File: config.mk
export PLATFORM = sky130hd
export DESIGN_NAME = codificador_hamming_fluxo
export DESIGN_NICKNAME = d
export VERILOG_FILES = /design/src/rtl/hamming_pkg.sv /design/src/rtl/buffer_saida_2.sv /design/src/rtl/codificador_hamming_fluxo.sv
export SDC_FILE = /design/constraint.sdc
export NUM_CORES = 1
export LEC_CHECK = 0
export BUFFER_PORTS_ARGS = -buffer_cell sky130_fd_sc_hd__clkbuf_2
export CAP_MARGIN = 10
export CORE_MARGIN = 1.5
export CORE_UTILIZATION = 55
export DETAILED_ROUTE_END_ITERATION = 8
export PLACE_DENSITY_LB_ADDON = 0.3
export SYNTH_ARGS = -nofsm -noshare
export SYNTH_HDL_FRONTEND = slang
export SYNTH_SLANG_ARGS = --single-unit
File: constraint.sdc
create_clock -name clk -period 2.7 [get_ports clk]
set_input_delay 0.135 -clock clk [delete_from_list [all_inputs] [get_ports clk]]
set_output_delay 0.135 -clock clk [all_outputs]
set_load 0.05 [all_outputs]
File: src/rtl/hamming_pkg.sv
// -----------------------------------------------------------------------------
// hamming_pkg
// Shared definitions for the Hamming(15,11) encode/correct path.
//   - word widths and parity bit positions
//   - occupancy states of the 2-entry output buffer
//   - codifica():        11-bit data -> 15-bit codeword (cw[i] is position i+1)
//   - mascara_injecao(): single-bit flip mask for error injection
//   - extrai_dado():     codeword -> data bits (used by the downstream corrector)
// -----------------------------------------------------------------------------
package hamming_pkg;

  localparam int LARG_DADO = 11;
  localparam int LARG_CW   = 15;
  localparam int LARG_POS  = 4;

  // Parity bits sit at the power-of-two positions 1, 2, 4, 8 (indices 0, 1, 3, 7).
  localparam int POS_P0 = 0;
  localparam int POS_P1 = 1;
  localparam int POS_P3 = 3;
  localparam int POS_P7 = 7;

  typedef enum logic [1:0] {
    VAZIO = 2'd0,
    UM    = 2'd1,
    DOIS  = 2'd2
  } ocupacao_t;

  function automatic logic [LARG_CW-1:0] codifica(input logic [LARG_DADO-1:0] dado);
    logic [LARG_CW-1:0] cw;
    cw        = '0;
    cw[2]     = dado[0];
    cw[4]     = dado[1];
    cw[5]     = dado[2];
    cw[6]     = dado[3];
    cw[14:8]  = dado[10:4];
    // Each parity bit covers the positions whose 1-based index has that bit set.
    cw[POS_P0] = cw[2] ^ cw[4] ^ cw[6] ^ cw[8] ^ cw[10] ^ cw[12] ^ cw[14];
    cw[POS_P1] = cw[2] ^ cw[5] ^ cw[6] ^ cw[9] ^ cw[10] ^ cw[13] ^ cw[14];
    cw[POS_P3] = cw[4] ^ cw[5] ^ cw[6] ^ cw[11] ^ cw[12] ^ cw[13] ^ cw[14];
    cw[POS_P7] = cw[8] ^ cw[9] ^ cw[10] ^ cw[11] ^ cw[12] ^ cw[13] ^ cw[14];
    return cw;
  endfunction

  // Position 0 means "no flip" even when injection is enabled.
  function automatic logic [LARG_CW-1:0] mascara_injecao(input logic habilita,
                                                         input logic [LARG_POS-1:0] posicao);
    logic [LARG_CW-1:0] mascara;
    mascara = '0;
    if (habilita && (posicao != 4'd0)) begin
      mascara[posicao - 4'd1] = 1'b1;
    end
    return mascara;
  endfunction

  function automatic logic [LARG_DADO-1:0] extrai_dado(input logic [LARG_CW-1:0] cw);
    return {cw[14:8], cw[6], cw[5], cw[4], cw[2]};
  endfunction

endpackage

File: src/rtl/buffer_saida_2.sv
// -----------------------------------------------------------------------------
// buffer_saida_2
// Two-entry valid/ready FIFO for encoded codewords. The head entry drives the
// read side directly from a register, so leitura_dado is stable under
// backpressure and keeps its last value when the buffer drains.
//
// State table:
//   state | meaning
//   VAZIO | no entries, leitura_valida=0
//   UM    | one entry in cabeca
//   DOIS  | two entries (cabeca, segunda), escrita_pronta=0
//
// Ports:
//   clk, rst         clock, synchronous active-high reset
//   escrita_dado     word to write
//   escrita_valida   write request
//   escrita_pronta   FIFO has room (registered state only)
//   leitura_dado     head word
//   leitura_valida   head word is valid
//   leitura_pronta   consumer takes the head word
// -----------------------------------------------------------------------------
module buffer_saida_2
  import hamming_pkg::*;
#(
  parameter int PROFUNDIDADE = 2,
  parameter int LARGURA      = LARG_CW
) (
  input  logic               clk,
  input  logic               rst,
  input  logic [LARGURA-1:0] escrita_dado,
  input  logic               escrita_valida,
  output logic               escrita_pronta,
  output logic [LARGURA-1:0] leitura_dado,
  output logic               leitura_valida,
  input  logic               leitura_pronta
);

  ocupacao_t          estado;
  ocupacao_t          prox_estado;
  logic [1:0]         ocupacao;
  logic [LARGURA-1:0] cabeca;
  logic [LARGURA-1:0] segunda;
  logic               empurra;
  logic               retira;
  logic               carrega_cabeca;
  logic               cabeca_de_segunda;
  logic               carrega_segunda;

  assign ocupacao       = estado;
  assign escrita_pronta = (ocupacao < 2'(PROFUNDIDADE));
  assign leitura_valida = (estado != VAZIO);
  assign leitura_dado   = cabeca;

  assign empurra = escrita_valida & escrita_pronta;
  assign retira  = leitura_valida & leitura_pronta;

  always_ff @(posedge clk) begin
    if (rst) begin
      estado <= VAZIO;
    end else begin
      estado <= prox_estado;
    end
  end

  always_comb begin
    prox_estado       = estado;
    carrega_cabeca    = 1'b0;
    cabeca_de_segunda = 1'b0;
    carrega_segunda   = 1'b0;
    unique case (estado)
      VAZIO: begin
        if (empurra) begin
          prox_estado    = UM;
          carrega_cabeca = 1'b1;
        end
      end
      UM: begin
        case ({empurra, retira})
          // Simultaneous push and pop: the incoming word replaces the head.
          2'b11: carrega_cabeca = 1'b1;
          2'b10: begin
            prox_estado     = DOIS;
            carrega_segunda = 1'b1;
          end
          2'b01: prox_estado = VAZIO;
          default: ;
        endcase
      end
      DOIS: begin
        if (retira) begin
          prox_estado       = UM;
          cabeca_de_segunda = 1'b1;
        end
      end
      default: prox_estado = VAZIO;
    endcase
  end

  always_ff @(posedge clk) begin
    if (rst) begin
      cabeca  <= '0;
      segunda <= '0;
    end else begin
      if (carrega_cabeca) begin
        cabeca <= escrita_dado;
      end else if (cabeca_de_segunda) begin
        cabeca <= segunda;
      end
      if (carrega_segunda) begin
        segunda <= escrita_dado;
      end
    end
  end

endmodule

File: src/rtl/codificador_hamming_fluxo.sv
// -----------------------------------------------------------------------------
// codificador_hamming_fluxo
// Streaming Hamming(15,11) encoder. Each accepted 11-bit word is encoded,
// optionally has one codeword bit flipped (error injection for exercising the
// corrector), and is queued in a 2-entry output buffer.
//
// Ports:
//   clk, rst         clock, synchronous active-high reset
//   entrada          data word to encode
//   entrada_valida   entrada valid this cycle
//   entrada_pronta   block accepts a word this cycle (registered state only)
//   inj_habilita     inject an error into the word accepted this cycle
//   inj_posicao      1-based position to flip (1..15), 0 = no flip
//   saida            codeword at the buffer head
//   saida_valida     saida is valid
//   saida_pronta     consumer accepts saida this cycle
//   contador         accepted words, modulo 2^LARGURA_CONT
// -----------------------------------------------------------------------------
module codificador_hamming_fluxo
  import hamming_pkg::*;
#(
  parameter int PROFUNDIDADE = 2,
  parameter int LARGURA_CONT = 16
) (
  input  logic                    clk,
  input  logic                    rst,
  input  logic [LARG_DADO-1:0]    entrada,
  input  logic                    entrada_valida,
  output logic                    entrada_pronta,
  input  logic                    inj_habilita,
  input  logic [LARG_POS-1:0]     inj_posicao,
  output logic [LARG_CW-1:0]      saida,
  output logic                    saida_valida,
  input  logic                    saida_pronta,
  output logic [LARGURA_CONT-1:0] contador
);

  logic [LARG_CW-1:0] palavra;
  logic               aceita;

  // Injection is applied after parity so the stored word carries a real error.
  assign palavra = codifica(entrada) ^ mascara_injecao(inj_habilita, inj_posicao);
  assign aceita  = entrada_valida & entrada_pronta;

  always_ff @(posedge clk) begin
    if (rst) begin
      contador <= '0;
    end else if (aceita) begin
      contador <= contador + LARGURA_CONT'(1);
    end
  end

  buffer_saida_2 #(
    .PROFUNDIDADE (PROFUNDIDADE),
    .LARGURA      (LARG_CW)
  ) u_buffer (
    .clk            (clk),
    .rst            (rst),
    .escrita_dado   (palavra),
    .escrita_valida (entrada_valida),
    .escrita_pronta (entrada_pronta),
    .leitura_dado   (saida),
    .leitura_valida (saida_valida),
    .leitura_pronta (saida_pronta)
  );

endmodule

==> results.txt <==
----------------------------------------------------
[Final layout]
  Final-layout fill cell count ... 359
  Proportion of layout cells with a drive suffix above 1 ... 0.264
  NumNets Final ... 331
  Post-layout utilization of the core ... 0.679
  Antenna Cells ... 0
  Final cell count without fillers ... 361
  Most frequent cells in the layout ... sky130_fd_sc_hd__nor2_1, sky130_fd_sc_hd__clkbuf_2, sky130_fd_sc_hd__dfxtp_1
  Leading cell type in the layout, fill and taps excluded ... sky130_fd_sc_hd__nor2_1
  Growth of design area from synthesis to finish ... 15.8%

[Global routing]
  Total gr overflow ... 0
  Global-route usage over all layers ... 0.209
  Global-route wire length before repair ... 8380 µm
  Largest net degree at the start of global routing ... 49
  Vias in the first global route ... 1916
  Antenna violations before repair ... 0

[CTS]
  Number of levels the H-tree was split into ... 2
  Deepest clock path buffer count ... 2
  Number of clock sinks seen by CTS ... 48
  Number of post-CTS setup repair buffers ... 0
  Clock-pin slew of the registers on the worst-case setup and hold paths ... 80 ps
  Post-cts resize count ... 0
  Clock latency on the worst-skew pair ... 300 ps
  CTS tree ... done
  TritonCTS Buffers ... 5
  Cell at the root of the clock tree ... sky130_fd_sc_hd__clkbuf_8
  Number of buffers inserted for hold repair after clock tree synthesis ... 0

[Placed design]
  Final RePlAce weighted congestion ... 0.826
  Detailed placement HPWL ... 3410 µm
  Number of placed instances, taps included ... 353
  Count of buffers inserted at the top-level ports ... 52

[Setup path]
  Reg-to-reg setup timing slack ... 810 ps
  Worst Setup Path Type ... reg -> reg
  Kind of end point of the critical path ... flip-flop
  Endpoint arrival time on the critical path ... 2080 ps
  Startpoint Class ... flip-flop
  Worst Reg-to-Reg Cells ... 4
  R2R Path Start ... u_buffer.estado[1]
  Terminus of the critical flop-to-flop path ... u_buffer.leitura_dado[4]
  Req. time, crit path ... 2890 ps
  Crit Path Max Fanout ... 15

[Run status]
  Outcome ... completed

[Power and ir drop]
  Peak supply drop ... 0.338 mV
  Power Density ... 588 mW/mm²
  Leak ... 1.12 nW

[Drt]
  Detailed Route Iter0 Violations ... 101
  Number of optimization iterations in the first detailed-route pass ... 4
  Drt via density ... 5.45
  Overall via count from detail_route ... 1967
  Number of routed nets with antenna violations ... 0
  Total Routed Length ... 4660 µm
  Avg WL per Cell ... 12.9 µm
  Drc violations ... 0

[Die]
  Die outline area ... 0.00479 mm²
  Core footprint ... 0.00412 mm²
  IO Pins ... 53
  Number of placement rows ... 23
  Die height ... 69.2 µm
  Horizontal die dimension ... 69.2 µm
  Effective utilization at floorplan ... 0.586

[Timing]
  Final worst-path cycle share ... 0.701
  Worst Skew ... 9.26 ps
  Peak Freq ... 529 MHz
  Tightest Pin Transition ... 943 ps
  Final-report setup violation count ... 0
  Clock period minus final worst setup slack ... 1890 ps
  Max-Slew Margin vs Limit ... 0.372
  RSZ-0062 raised after global routing ... false
  Final hold violation count ... 0
  Post-Route Setup TNS ... 0 ps
  Number of slew-limit violations in the final report ... 0

[Logic synthesis]
  Count of different cell masters after synthesis ... 36
  Yosys Warn Count ... 0
  Library cell occupying the most area in the post-synthesis netlist ... sky130_fd_sc_hd__dfxtp_1
  Share of the synthesized area in the top cell type ... 0.398
  Mean area per synthesized cell ... 9.17 µm²
  Number of cells produced by synthesis ... 263
  Main area contributors after synthesis ... sky130_fd_sc_hd__dfxtp_1, sky130_fd_sc_hd__xnor2_1, sky130_fd_sc_hd__a211oi_1
  Net count after synthesis ... 284
  Share of the yosys chip area belonging to registers ... 0.398
  Area of the mapped netlist ... 0.00241 mm²
  Synth Register Bits ... 48

[Min path]
  Hold path depth ... 2
  Min-delay worst type ... in -> reg
  Worst min-delay path startpoint ... saida_pronta
  Hold EP ... u_buffer.estado[1]

[Run]
  Number of maximum-capacitance constraint violations ... 0

----------------------------------------------------
## power by group
group	internal [W]	switching, W
Clock	0.000275	0.000232
Sequential	0.000746	0.0000235
Combinational	0.000138	0.000227
Total	0.00116	0.000483
## critical path, cell delays in order (launching register included)
cell	delay [ps]
sky130_fd_sc_hd__dfxtp_1	470
sky130_fd_sc_hd__nand3b_1	600
sky130_fd_sc_hd__mux2_2	410
sky130_fd_sc_hd__nor2_1	40
sky130_fd_sc_hd__a211oi_1	260
## cell families (layout without fill, tap and decap cells)
kind of cell | after synthesis | count (layout) | share of synthesized area
and+or+nand+nor | 98 | 98 | 0.197
adders and majority gates | 1 | 1 | 0.00519
xor gates and xnor gates | 39 | 39 | 0.165
AOI/OAI and AO/OA | 44 | 44 | 0.125
buffers and inverters | 16 | 64 | 0.0311
muxes | 17 | 17 | 0.0783
DFF | 48 | 48 | 0.398
## synthesized netlist by cell type
| library cell | instances |
|---|---|
| sky130_fd_sc_hd__and2_1 | 1 |
| sky130_fd_sc_hd__or4_4 | 1 |
| sky130_fd_sc_hd__xnor2_1 | 26 |
| sky130_fd_sc_hd__or2_2 | 2 |
| sky130_fd_sc_hd__xnor3_1 | 3 |
| sky130_fd_sc_hd__mux2i_1 | 2 |
| sky130_fd_sc_hd__and4_1 | 1 |
| sky130_fd_sc_hd__nor3b_1 | 1 |
| sky130_fd_sc_hd__nand4_1 | 4 |
| sky130_fd_sc_hd__o21ai_0 | 5 |
| sky130_fd_sc_hd__clkbuf_1 | 5 |
| sky130_fd_sc_hd__inv_1 | 2 |
| sky130_fd_sc_hd__buf_1 | 2 |
| sky130_fd_sc_hd__o22a_1 | 1 |
| sky130_fd_sc_hd__a21oi_1 | 7 |
| sky130_fd_sc_hd__nand3_1 | 2 |
| sky130_fd_sc_hd__nor2b_1 | 1 |
| sky130_fd_sc_hd__xor2_1 | 9 |
| sky130_fd_sc_hd__buf_6 | 1 |
| sky130_fd_sc_hd__and3_1 | 2 |
| sky130_fd_sc_hd__nor2_1 | 54 |
| sky130_fd_sc_hd__or3_1 | 5 |
| sky130_fd_sc_hd__and4b_1 | 1 |
| sky130_fd_sc_hd__a211oi_1 | 30 |
| sky130_fd_sc_hd__nor3_1 | 6 |
| sky130_fd_sc_hd__nand2_1 | 10 |
| sky130_fd_sc_hd__xor3_1 | 1 |
| sky130_fd_sc_hd__dfxtp_1 | 48 |
| sky130_fd_sc_hd__nand2b_1 | 2 |
| sky130_fd_sc_hd__ha_1 | 1 |
| sky130_fd_sc_hd__a21boi_1 | 1 |
| sky130_fd_sc_hd__mux2_2 | 15 |
| sky130_fd_sc_hd__buf_2 | 6 |
| sky130_fd_sc_hd__or3b_2 | 1 |
| sky130_fd_sc_hd__nand3b_1 | 3 |
| sky130_fd_sc_hd__nand3b_4 | 1 |
## layout make-up
type / instances / area, µm² / share of cell area
clock buffer: 6 / 72.6 / 0.0260
clock inverter: 2 / 35.0 / 0.0125
inverter: 2 / 7.51 / 0.00269
multi-input combinational: 199 / 1380 / 0.494
sequential: 48 / 961 / 0.344
tap: 50 / 62.6 / 0.0224
timing repair buffer: 54 / 275 / 0.0985
## flip-flops by register name, summed over array words and instances (netlist names)
register	count
contador	16
u_buffer.estado	2
u_buffer.leitura_dado	15
u_buffer.segunda	15
## stage by stage
stage / power (W) / hold slack, ps / area (µm²) / worst slack, ps
global route: 0.00171 / 109 / 2790 / 645
global placement: 0.00115 / 401 / 2690 / 883
CTS: 0.00166 / 78.5 / 2790 / 779
finish: 0.00164 / 93.3 / 2790 / 808
floorplan: 0.00107 / 214 / 2410 / 692
detailed placement: 0.00115 / 404 / 2690 / 801
## per-layer routing
layer / GRT usage / vias to the layer above / routed length [µm] / part of all wire
met5: 0 / - / 0 / 0
met4: 0.0523 / 0 / 62 / 0.013
met3: 0.0625 / 9 / 204 / 0.044
met2: 0.349 / 39 / 2220 / 0.48
met1: 0.264 / 910 / 2170 / 0.47
li1: - / 1009 / - / -
## worst max-delay path by stage
stage                                   from                        end  slack [ps]  cells after the start
final                     u_buffer.estado[1]   u_buffer.leitura_dado[4]         810                      4
after CTS                 u_buffer.estado[1]   u_buffer.leitura_dado[4]         780                      4
after global placement    u_buffer.estado[1]  u_buffer.leitura_dado[12]         880                      4
after floorplan                  contador[3]               contador[13]         690                      4
after global routing      u_buffer.estado[1]   u_buffer.leitura_dado[3]         640                      4
after detailed placement  u_buffer.estado[1]  u_buffer.leitura_dado[11]         800                      4
Note: power is estimated with default switching activity, not from simulation.
